## config.mk

```make
export PLATFORM = sky130hd
export DESIGN_NAME = match_ctrl
export DESIGN_NICKNAME = d
export VERILOG_FILES = /design/src/rtl/pong_pkg.sv /design/src/rtl/pause_timer.sv /design/src/rtl/match_ctrl.sv
export SDC_FILE = /design/constraint.sdc
export NUM_CORES = 1
export LEC_CHECK = 0
export ABC_CLOCK_PERIOD_IN_PS = 5700
export BUFFER_PORTS_ARGS = -buffer_cell sky130_fd_sc_hd__clkbuf_2
export CORE_ASPECT_RATIO = 0.5
export CORE_MARGIN = 2
export CORE_UTILIZATION = 55
export CTS_CLUSTER_DIAMETER = 150
export DETAILED_ROUTE_END_ITERATION = 16
export PLACE_DENSITY_LB_ADDON = 0.25
export SYNTH_ARGS = -nofsm -noshare
export SYNTH_HDL_FRONTEND = slang
export SYNTH_SLANG_ARGS = --single-unit
```

## constraint.sdc

```tcl
create_clock -name game_clk -period 5.7 [get_ports game_clk]
set_input_delay 0 -clock game_clk [delete_from_list [all_inputs] [get_ports game_clk]]
set_output_delay 0 -clock game_clk [all_outputs]
set_load 0.02 [all_outputs]
```

## src/rtl/pong_pkg.sv

```systemverilog
// Shared types and widths for the pong game datapath: match states,
// winner encodings and the speed/score/pause widths.
package pong_pkg;

  localparam int SPEED_W = 4;
  localparam int SCORE_W = 4;
  localparam int PAUSE_W = 17;

  localparam logic [SPEED_W-1:0] SPEED_MAX = '1;

  typedef enum logic [1:0] {
    OVER  = 2'd0,
    SERVE = 2'd1,
    PLAY  = 2'd2
  } match_state_e;

  localparam logic [1:0] WIN_NONE = 2'b00;
  localparam logic [1:0] WIN_P1   = 2'b01;
  localparam logic [1:0] WIN_P2   = 2'b10;

  // A difficulty of 0 would serve a frozen ball, so it is promoted to 1.
  function automatic logic [SPEED_W-1:0] serve_speed(input logic [SPEED_W-1:0] diff);
    return (diff == '0) ? SPEED_W'(1) : diff;
  endfunction

endpackage

```

## src/rtl/pause_timer.sv

```systemverilog
// Pause down-counter for match_ctrl: loadable, with a start shortcut that
// jumps straight to the final count. expire flags the last pause cycle.
module pause_timer
  import pong_pkg::*;
#(
  parameter int RESET_VAL = 131071
) (
  input  logic               clk,
  input  logic               rst_n,
  input  logic               load,
  input  logic [PAUSE_W-1:0] load_val,
  input  logic               run,
  input  logic               start,
  output logic               expire
);

  logic [PAUSE_W-1:0] count_q, count_d;

  assign expire = (count_q == PAUSE_W'(1));

  always_comb begin
    count_d = count_q;
    if (load) begin
      count_d = load_val;
    end else if (run) begin
      // Expiry wins over start so a late press cannot stall the serve.
      if (expire)                count_d = '0;
      else if (start)            count_d = PAUSE_W'(1);
      else if (count_q != '0)    count_d = count_q - 1'b1;
    end
  end

  always_ff @(posedge clk or negedge rst_n) begin
    if (!rst_n) count_q <= PAUSE_W'(RESET_VAL);
    else        count_q <= count_d;
  end

endmodule

```

## src/rtl/match_ctrl.sv

```systemverilog
// Match sequencer: pauses, serve, scoring, game over and restart.
// Optional speed ramp on paddle hits is built when MATCH_CTRL_SPEED_RAMP_EN is defined.
module match_ctrl
  import pong_pkg::*;
#(
  parameter int WIN_SCORE   = 9,
  parameter int POINT_PAUSE = 8000,
  parameter int GAME_PAUSE  = 131071,
  parameter int RAMP_HITS   = 4
) (
  input  logic               game_clk,
  input  logic               reset,
  input  logic               start,
  input  logic [SPEED_W-1:0] difficulty,
  input  logic               out_left,
  input  logic               out_right,
  input  logic               paddle_hit,
  output logic [SPEED_W-1:0] speed,
  output logic               ball_reset,
  output logic [SCORE_W-1:0] score_p1,
  output logic [SCORE_W-1:0] score_p2,
  output logic [1:0]         winner,
  output logic [1:0]         state
);

  localparam logic [SCORE_W-1:0] WIN_S = SCORE_W'(WIN_SCORE);

  match_state_e       state_q, state_d;
  logic [SCORE_W-1:0] score_p1_q, score_p1_d, score_p2_q, score_p2_d;
  logic [SCORE_W-1:0] p1_inc, p2_inc;
  logic [1:0]         winner_q, winner_d;
  logic [SPEED_W-1:0] speed_q, speed_d;
  logic               ball_reset_q, ball_reset_d;
  logic               tmr_load, tmr_run, tmr_expire;
  logic [PAUSE_W-1:0] tmr_load_val;

`ifdef MATCH_CTRL_SPEED_RAMP_EN
  localparam int HIT_W = $clog2(RAMP_HITS) + 1;
  logic [HIT_W-1:0] hit_q, hit_d;
`else
  logic paddle_hit_unused;
  assign paddle_hit_unused = paddle_hit;
`endif

  assign p1_inc = score_p1_q + 1'b1;
  assign p2_inc = score_p2_q + 1'b1;

  always_comb begin
    state_d      = state_q;
    score_p1_d   = score_p1_q;
    score_p2_d   = score_p2_q;
    winner_d     = winner_q;
    speed_d      = speed_q;
    ball_reset_d = 1'b0;
    tmr_load     = 1'b0;
    tmr_load_val = PAUSE_W'(POINT_PAUSE);
    tmr_run      = (state_q != PLAY);
`ifdef MATCH_CTRL_SPEED_RAMP_EN
    hit_d        = hit_q;
`endif
    case (state_q)
      OVER, SERVE: begin
        speed_d = '0;
        if (tmr_expire) begin
          state_d      = PLAY;
          ball_reset_d = 1'b1;
          speed_d      = serve_speed(difficulty);
`ifdef MATCH_CTRL_SPEED_RAMP_EN
          hit_d        = '0;
`endif
          if (state_q == OVER) begin
            score_p1_d = '0;
            score_p2_d = '0;
            winner_d   = WIN_NONE;
          end
        end
      end
      PLAY: begin
        // out_left takes priority; a hit in a scoring cycle is dropped.
        if (out_left || out_right) begin
          speed_d  = '0;
          tmr_load = 1'b1;
          if (out_left) score_p1_d = p1_inc;
          else          score_p2_d = p2_inc;
          if ((out_left && p1_inc == WIN_S) || (!out_left && p2_inc == WIN_S)) begin
            state_d      = OVER;
            tmr_load_val = PAUSE_W'(GAME_PAUSE);
            winner_d     = out_left ? WIN_P1 : WIN_P2;
          end else begin
            state_d = SERVE;
          end
        end
`ifdef MATCH_CTRL_SPEED_RAMP_EN
        else if (paddle_hit) begin
          if (hit_q == HIT_W'(RAMP_HITS - 1)) begin
            hit_d = '0;
            if (speed_q != SPEED_MAX) speed_d = speed_q + 1'b1;
          end else begin
            hit_d = hit_q + 1'b1;
          end
        end
`endif
      end
      default: begin
        state_d      = OVER;
        tmr_load     = 1'b1;
        tmr_load_val = PAUSE_W'(GAME_PAUSE);
      end
    endcase
  end

  always_ff @(posedge game_clk or negedge reset) begin
    if (!reset) begin
      state_q      <= OVER;
      score_p1_q   <= '0;
      score_p2_q   <= '0;
      winner_q     <= WIN_NONE;
      speed_q      <= '0;
      ball_reset_q <= 1'b1;
    end else begin
      state_q      <= state_d;
      score_p1_q   <= score_p1_d;
      score_p2_q   <= score_p2_d;
      winner_q     <= winner_d;
      speed_q      <= speed_d;
      ball_reset_q <= ball_reset_d;
    end
  end

`ifdef MATCH_CTRL_SPEED_RAMP_EN
  always_ff @(posedge game_clk or negedge reset) begin
    if (!reset) hit_q <= '0;
    else        hit_q <= hit_d;
  end
`endif

  pause_timer #(
    .RESET_VAL (GAME_PAUSE)
  ) u_pause_timer (
    .clk      (game_clk),
    .rst_n    (reset),
    .load     (tmr_load),
    .load_val (tmr_load_val),
    .run      (tmr_run),
    .start    (start),
    .expire   (tmr_expire)
  );

  assign speed      = speed_q;
  assign ball_reset = ball_reset_q;
  assign score_p1   = score_p1_q;
  assign score_p2   = score_p2_q;
  assign winner     = winner_q;
  assign state      = state_q;

endmodule
```

* Yosys cells after proc, flatten, opt, wreduce, memory -nomap -nowiden *
Index checks and enable logic that the tools add are counted.

cells by class
  add/sub/neg operators = 3
  reduce and logical (&&, ||, !) cells = 18
  equality and inequality tests = 12
  multiplexer cells = 34

operators by type and width
  cell                                                  count
  2-to-1 mux 17 bit                                     7
  2-to-1 mux 4 bit                                      9
  one-hot mux 17 bit (2 select lines)                   1
  one-hot mux 4 bit (2 select lines)                    3
  equality test 17 x 1 -> 1 bit, second input constant  1
  nonzero test 17 bit                                   1
  subtractor 17 x 1 -> 17 bit, second input constant    1
  AND reduction 5 bit                                   3
  2-to-1 mux 2 bit                                      7
  != test 2 bit, second input constant                  7
  adder 4 x 1 -> 4 bit, second input constant           2
  equality test 4 bit, second input constant            2
  one-hot mux 2 bit (2 select lines)                    2
  AND reduction 2 bit                                   3
  logical NOT 4 bit                                     1
  2-to-1 mux 1 bit                                      4
  nonzero test 2 bit                                    2
  nonzero test 4 bit                                    1
  equality test 2 x 1 -> 1 bit, second input constant   1
  equality test 2 bit, second input constant            1
  logical AND 1 bit                                     2
  logical NOT 2 bit                                     1
  logical OR 1 bit                                      2
  one-hot mux 1 bit (2 select lines)                    1
  2 further kinds                                       2

word-level totals
  output and inout port bits = 17
  bits in registers = 34
  input port bits = 10
  word-level logic and storage cells = 74

* Logic depth before layout (Yosys ltp) *
Gate-level depths: netlist of the first run.

  depth after elaboration = 8
  mapped depth = 9
  mapped depth without buffers = 8

* Hierarchy *
Synthesis of the first run repeated with hierarchy kept, for this count alone.

second synthesis, totals
  cell total of the unflattened synthesis = 236
  area, all modules = 2195.9 um^2

modules (own cells, without submodules)
  module       times used  sequential area each (um^2)  area an instance (um^2)  cells each
  pause_timer  1           446.7                        1178.6                   131
  match_ctrl   1           426.7                        1017.2                   105

* Least setup slack after synthesis of the first run *
Ideal clock, no wire load.

  kind = register to register
  start = reg u_pause_timer.count_q[0]
  end = reg u_pause_timer.count_q[4]
  setup time = 105 ps
  cell stages (with the launch flop) = 9
  setup slack = 3524 ps
  required time = 5595 ps
  buffers on the path = 1
  arrival time = 2071 ps
  period minus slack after synthesis = 2176 ps
  cell sequence = dfstp_2 -> ha_1 -> or4b_2 -> nor4_4 -> nand2b_1 -> buf_6 -> nor2_1 -> o21ai_1 -> o311ai_1

on the way
  word-level cells in the longest chain between the ends = 6
  elaborated cells on any way between the ends = 10
  those cells by class = 1 x add/sub; 1 x eq/ne; 5 x mux; 3 x reduce/logical

RTL lines
  what                         line               source
  start, declared              pause_timer.sv:17  logic [PAUSE_W-1:0] count_q, count_d;
  start signal, assigned       pause_timer.sv:34  if (!rst_n) count_q <= PAUSE_W'(RESET_VAL);
  start signal, assigned       pause_timer.sv:35  else count_q <= count_d;
  subtractor 17 x 1 -> 17 bit  pause_timer.sv:29  else if (count_q != '0) count_d = count_q - 1'b1;
  2-to-1 mux 17 bit            pause_timer.sv:29
  2-to-1 mux 17 bit            pause_timer.sv:28  else if (start) count_d = PAUSE_W'(1);
  2-to-1 mux 17 bit            pause_timer.sv:27  if (expire) count_d = '0;
  2-to-1 mux 17 bit            pause_timer.sv:25  end else if (run) begin
  2-to-1 mux 17 bit            pause_timer.sv:23  if (load) begin

Several ways; a longest one is shown, not always the timed one. The select of a mux whose other input is x is not followed.
A chain may end at the register's enable or synchronous reset.

* Worst setup path after layout of the first run *
  start = reg u_pause_timer.count_q[0]
  end = reg u_pause_timer.count_q[5]

The elaborated chain is that of the path after synthesis.

==> results of run 1 <==
-- per-layer routing --
layer  routed length, um  GRT usage [%]  vias up
met1                2250           30.2      871
met2                2190           40.1       51
met4                  97           11.8        0
li1                    -              -      920
met3                 225           5.04       10
met5                   0              0        -
-- placed cells by master (no fill, tap or decap), types with 6 or more instances in the layout --
cell type,count
dfrtp_1,16
a21oi_1,17
clkbuf_8,6
nand2_1,17
o21ai_0,18
nor3_1,9
o21ai_1,10
dfstp_2,18
ha_1,6
nor2_1,30
clkbuf_2,25
inv_1,14
-- worst max-delay path by stage --
stage                                   from                        to  slack (ps)  cells after the start
finish              u_pause_timer.count_q[0]  u_pause_timer.count_q[5]        3120                      7
floorplan           u_pause_timer.count_q[0]  u_pause_timer.count_q[4]        3520                      8
global route        u_pause_timer.count_q[0]  u_pause_timer.count_q[4]        2960                      7
global placement    u_pause_timer.count_q[0]  u_pause_timer.count_q[5]        3190                      7
detailed placement  u_pause_timer.count_q[0]  u_pause_timer.count_q[5]        3150                      7
CTS                 u_pause_timer.count_q[0]  u_pause_timer.count_q[5]        3130                      7
-- report_power, final --
| part | total [uW] | internal (uW) | switching [uW] |
|---|---|---|---|
| clock network | 182 | 97.4 | 84.4 |
| registers | 445 | 350 | 95.0 |
| logic | 515 | 205 | 310 |
| total | 1140 | 652 | 489 |
-- tightest hold or removal path, delay by kind of cell --
kind | cells | cell delay (ps)
AND/OR/NAND/NOR | 1 | 100
AO/OA/AOI/OAI | 1 | 80
buffers and inverters | 1 | 130
-- repair_timing --
item,CTS,global route
resized for setup,0,0
hold buffers,5,0
endpoints found under the hold margin,20,0
-- area by class of cell --
| class | instances | share of cell area, % |
|---|---|---|
| multi-input combinational | 180 | 46.6 |
| clock inverter | 1 | 0.213 |
| timing repair buffer | 30 | 7.44 |
| clock buffer | 7 | 3.67 |
| sequential | 34 | 37.1 |
| inverter | 14 | 2.23 |
| tap | 51 | 2.71 |
-- flip-flops by register name, summed over array words and instances (netlist names) --
signal                 count
u_pause_timer.count_q     17
score_p2                   4
ball_reset                 1
state                      2
winner                     2
speed                      4
score_p1                   4
-- metrics by stage --
step | cells | hold slack [ps]
2_1_floorplan | 237 | -296
3_3_place_gp | 304 | 131
3_5_place_dp | 304 | 138
4_1_cts | 317 | 52.5
5_1_grt | 317 | 61.6
6_report | 317 | 70.5
-- logic make-up after synthesis --
kind of cell | share of synthesized area, %
XOR/XNOR | 0.840
AND/OR/NAND/NOR | 25.2
flip-flops | 41.9
multiplexers | 0.960
AO/OA/AOI/OAI | 22.0
buffers and inverters | 5.46
adder cells (fa/ha/maj) | 3.60
==> reports/results.ini, run 1 <==
[logic_synthesis]
netlist-cell-type-count=55
syn_nets=253
ys.warnings.count=0
synthFlopType=dfstp_2
netlist_instances=237
yosys-top-cells-area=dfstp_2 23%, dfrtp_1 19%, nor2_1 5.4%, o21ai_0 4.3%, a21oi_1 4.1%
yosysSeqAreaShare_pct=41.9
synth-async-reset-ratio_pct=100
syn-cell-area_mm2=0.00208
synth_edf_count=0
post-synth-top-count-cell=nor2_1
synth.largest_area_cell=dfstp_2
synth-seq-cells=34
syn_area_per_cell_um2=8.80
synth_top_area_share_pct=22.7
synth_common_cells=30 x nor2_1, 18 x dfstp_2, 18 x o21ai_0

[clock_tree]
clock_latency_ps=280
root_buffer=clkbuf_8
path_clk_slew_ps=70
numCtsBuffers=5
post_cts_buffers=0
cts.path.max_buffers=2
clkSinkCount=34
cts_tree=built
htree_levels=2

[timing]
period_share_pct=45.2
rsz0062_at_grt=false
setup_viol=0
worst_slew_pin_slew_ps=844
clock.fmax_ghz=0.388
fin_ws_ps=3120
min_period_ps=2580
timing.final.hold_violations=0
setup_tns_ps=0
skew_ps=3.65
slew_violations=0
maxSlewHeadroom_pct=43.8

[route]
firstDrtPassIters=4
vias=1852
finalWirelength_mm=4.76
antenna_left=0
wire_per_inst_um=15.0
avgViaCountPerCell=5.84
drc_errors=0
first_iter_violations=92

[pwr]
power_uw=1140
power.density_mw_per_mm2=485
p_leak_uw=0.00105
ir_drop_uv=243

[worst_setup_path]
crit_slowest_cell=or4b_2
start_kind=flop
r2r-end=u_pause_timer.count_q[5]
regToRegSetupSlack_ps=3120
cp.required_ps=5880
slowest_delay_ps=620
critPathTopFamily=simple AND/OR/NAND/NOR gates
crit_fanout=11
critPathBufInv=0
rr_worst_depth=7
crit_path_end_kind=flop
r2r_start=u_pause_timer.count_q[0]
crit_arrival_ps=2760
crit_type=reg -> reg
worstPathCellList=ha_1, or4b_2, nor4_4, nand2b_1, nor2_1, o21ai_1, o211ai_1

[min_path]
hold_path_class=in -> reg
min_path_cells=3
hold_end=winner[1]
hold_start=out_right

[grt]
antenna_found_initial=0
grt_max_degree=35
gr-usage-all-layers_pct=23.6
grt_pass1_wl_mm=7.71
grt_overflow=0
grt_pass1_vias=1708

[place]
io_buffers=25
dpl.hpwl_mm=3.32
placed_area_mm2=0.00221
gp_congestion=0.820
place_ws_ps=3150

[outcome]
outcome=finished clean

[floorplanning]
die_area_mm2=0.00433
start_util_pct=59.1
chipWidth_um=91.1
rows=15
core_mm2=0.00353
die_h_um=47.5
ioPinCount=27

[finish]
fin_nets=281
fill_cells=296
finalCoreUtilization_pct=66.7
register_area_um2=873
drive_gt1_share_pct=23.7
diodes=0
areaGrowthSynthToFinish_pct=12.9
multiInputGateArea_mm2=0.00110
final_cell_area_mm2=0.00235

[run]
maxCapViolations=0

Power figures use the tool's default switching activity.
==> run 2, diff against run 1 <==
--- a/config.mk
+++ b/config.mk
@@ -5,11 +5,12 @@
 export SDC_FILE = /design/constraint.sdc
 export NUM_CORES = 1
 export LEC_CHECK = 0
-export ABC_CLOCK_PERIOD_IN_PS = 5700
+export ABC_AREA = 1
+export ABC_CLOCK_PERIOD_IN_PS = 2300
 export BUFFER_PORTS_ARGS = -buffer_cell sky130_fd_sc_hd__clkbuf_2
 export CORE_ASPECT_RATIO = 0.5
 export CORE_MARGIN = 2
-export CORE_UTILIZATION = 55
+export CORE_UTILIZATION = 52
 export CTS_CLUSTER_DIAMETER = 150
 export DETAILED_ROUTE_END_ITERATION = 16
 export PLACE_DENSITY_LB_ADDON = 0.25
==> constraint.sdc (replaced) <==
create_clock -name game_clk -period 2.3 [get_ports game_clk]
set_input_delay 0 -clock game_clk [delete_from_list [all_inputs] [get_ports game_clk]]
set_output_delay 0 -clock game_clk [all_outputs]
set_load 0.02 [all_outputs]
==> run 2 against run 1 <==
  * Die area rose by 11%
  * Critical endpoint is now score_p1[1]
  * Final cell count rose by 30%
  * Synthesized cell count rose by 37%
  * Count of clock-buffer cells in the layout fell by 1
  * Highest routed layer unchanged
  * Clock skew rose by 1.2 ps
==> reports/results.ini, run 2 <==
[finish]
areaGrowthSynthToFinish_pct=14.0
fin_nets=374
diodes=0
final_cell_mix=155 x nand2_1, 37 x inv_1, 25 x clkbuf_2
regMostFlops=u_pause_timer.count_q
largest_register_ffs=17
final_common_cell=nand2_1
drive_gt1_share_pct=20.1
fill_cells=358

[place]
io_buffers=25
dpl.hpwl_mm=3.38
gp_congestion=0.871

[timing]
worst_slew_pin_slew_ps=853
min_period_ps=1960
rsz0062_at_grt=false
maxSlewHeadroom_pct=43.1
timing.final.hold_violations=0
period_share_pct=85.3
skew_ps=4.81
clock.fmax_ghz=0.510
setup_viol=0
slew_violations=0
holdWs_ps=53.9
setup_tns_ps=0

[grt]
grt_pass1_wl_mm=8.19
grt_pass1_vias=1852
gr-usage-all-layers_pct=22.6
grt_overflow=0
grt_max_degree=35
antenna_found_initial=0

[logic_synthesis]
netlist_instances=324
syn_nets=340
synth-adder-area-share_pct=3.40
netlist-cell-type-count=27
synth_top_family_by_area=simple AND/OR/NAND/NOR gates
synth-seq-cells=34
syn_area_per_cell_um2=6.82
ys.warnings.count=0
syn-cell-area_mm2=0.00221
synth_top_area_share_pct=26.3
yosys-top-cells-area=nand2_1 26%, dfstp_2 21%, dfrtp_1 18%, inv_1 6.3%, nand3_1 4.5%
synthXorXnorAreaFrac_pct=2.77
synth_compound_area_share_pct=3.85
synthMuxAreaShare_pct=0
post-synth-top-count-cell=nand2_1
synthFlopType=dfstp_2
yosysSeqAreaShare_pct=39.5
synth-async-reset-ratio_pct=100
synth_common_cells=155 x nand2_1, 37 x inv_1, 21 x nor2_1
synth.largest_area_cell=nand2_1
synthSimpleGateAreaFrac_pct=42.0
synth_edf_count=0

[worst_setup_path]
crit_path_end_kind=flop
cpMostUsedCell=nand2_1
crit_arrival_ps=2200
start_kind=flop
cp.required_ps=2540
slowest_delay_ps=550
crit_type=reg -> reg
worstPathCellList=inv_1, ha_1, inv_1, nor2_1, nand2_1, nor2_1, nand2_1, inv_1, o21ai_0, nand2_1, nand2_1
crit_slowest_cell=dfstp_2
critPathLaunch=u_pause_timer.count_q[1]
crit_fanout=4
r2r_start=u_pause_timer.count_q[1]

[clock_tree]
path_clk_slew_ps=70
clkSinkCount=34
cts_resized=0
cts.path.max_buffers=2
htree_levels=2
clock_latency_ps=300
cts_tree=built
root_buffer=clkbuf_8
numCtsBuffers=5

[floorplanning]
chipWidth_um=96.2
die_area_mm2=0.00482
core_mm2=0.00398
rows=16
ioPinCount=27
die_h_um=50.1
start_util_pct=55.5

[pwr]
ir_drop_uv=627
power.density_mw_per_mm2=1230
p_leak_uw=0.00142

[outcome]
outcome=finished clean

[route]
first_iter_violations=104
antenna_left=0
vias=2054
avgViaCountPerCell=4.97
firstDrtPassIters=4
wire_per_inst_um=11.9
drc_errors=0
finalWirelength_mm=4.92

[min_path]
hold_start=out_left
hold_path_class=in -> reg

[run]
maxCapViolations=0

## run 2: cell count changes in the layout (fill, tap and decap cells not counted), sizes merged, moves of 5 or more
cell / delta
nand2: +142
inv: +26
o21ai: -18
nand3: +17
a21oi: -16
nor3: -10
a22o: -5
a2bb2oi: -5
nor4: -5
## run 2: final cells by class
class	instances	area, um^2	area share (%)
Multi-Input combinational cell	246	1150	45.6
Inverter	40	153	6.06
Clock buffer	6	82.6	3.28
Sequential cell	34	873	34.7
Tap cell	54	67.6	2.68
Timing Repair Buffer	31	183	7.25
Clock inverter	2	12.5	0.497
## run 2: path summary, 6_finish.rpt
check	to	slack, ps	depth (start not counted)
min in group asynchronous	score_p2[2]	330	2
max in group asynchronous	speed[1]	1430	2
max reg2reg	score_p1[1]	340	11
min	score_p2[1]	50	4
max	score_p1[1]	340	11
min reg2reg	winner[0]	470	2
## run 2: stage by stage
step | cell area [um^2] | cells | worst slack (ps) | utilization (%) | total power, uW
4_1_cts | 2520 | 413 | 344 | 63.3 | 3100
3_5_place_dp | 2370 | 400 | 368 | 59.6 | 2600
2_1_floorplan | 2210 | 324 | 681 | - | 2250
6_report | 2520 | 413 | 338 | 63.3 | 3090
5_1_grt | 2520 | 413 | 179 | 63.3 | 3360
3_3_place_gp | 2370 | 400 | 434 | 59.6 | 2540
## run 2: cell families (layout without fill, tap and decap cells)
family | Yosys count | count (layout)
buffers and inverters | 44 | 79
flip-flops | 34 | 34
adder cells (fa/ha/maj) | 6 | 6
AO/OA/AOI/OAI | 14 | 14
AND/OR/NAND/NOR | 219 | 219
XOR/XNOR | 7 | 7
## run 2: metal layers
layer,vias up,routed length (um),global-route usage (%)
met2,49,2280,35.0
met3,10,281,5.66
li1,1052,-,-
met1,943,2270,29.7
met4,0,84,10.5
met5,-,0,0
## run 2: report_power, final
group / internal, uW / switching (uW)
sequential: 848 / 205
clock: 241 / 236
combinational: 531 / 1030
## run 2: repair_timing
action | CTS | global route
setup buffers | 0 | 0
setup endpoints to repair | 0 | 0
hold buffers | 5 | 0
endpoints found under the hold margin | 20 | 0
## run 2: critical path: cells and delay by family (launching register included)
family / cells / cell delay (ps)
AOI/OAI and AO/OA: 1 / 460
and+or+nand+nor: 6 / 500
adders and majority gates: 1 / 180
DFF: 1 / 550
buffers and inverters: 3 / 220
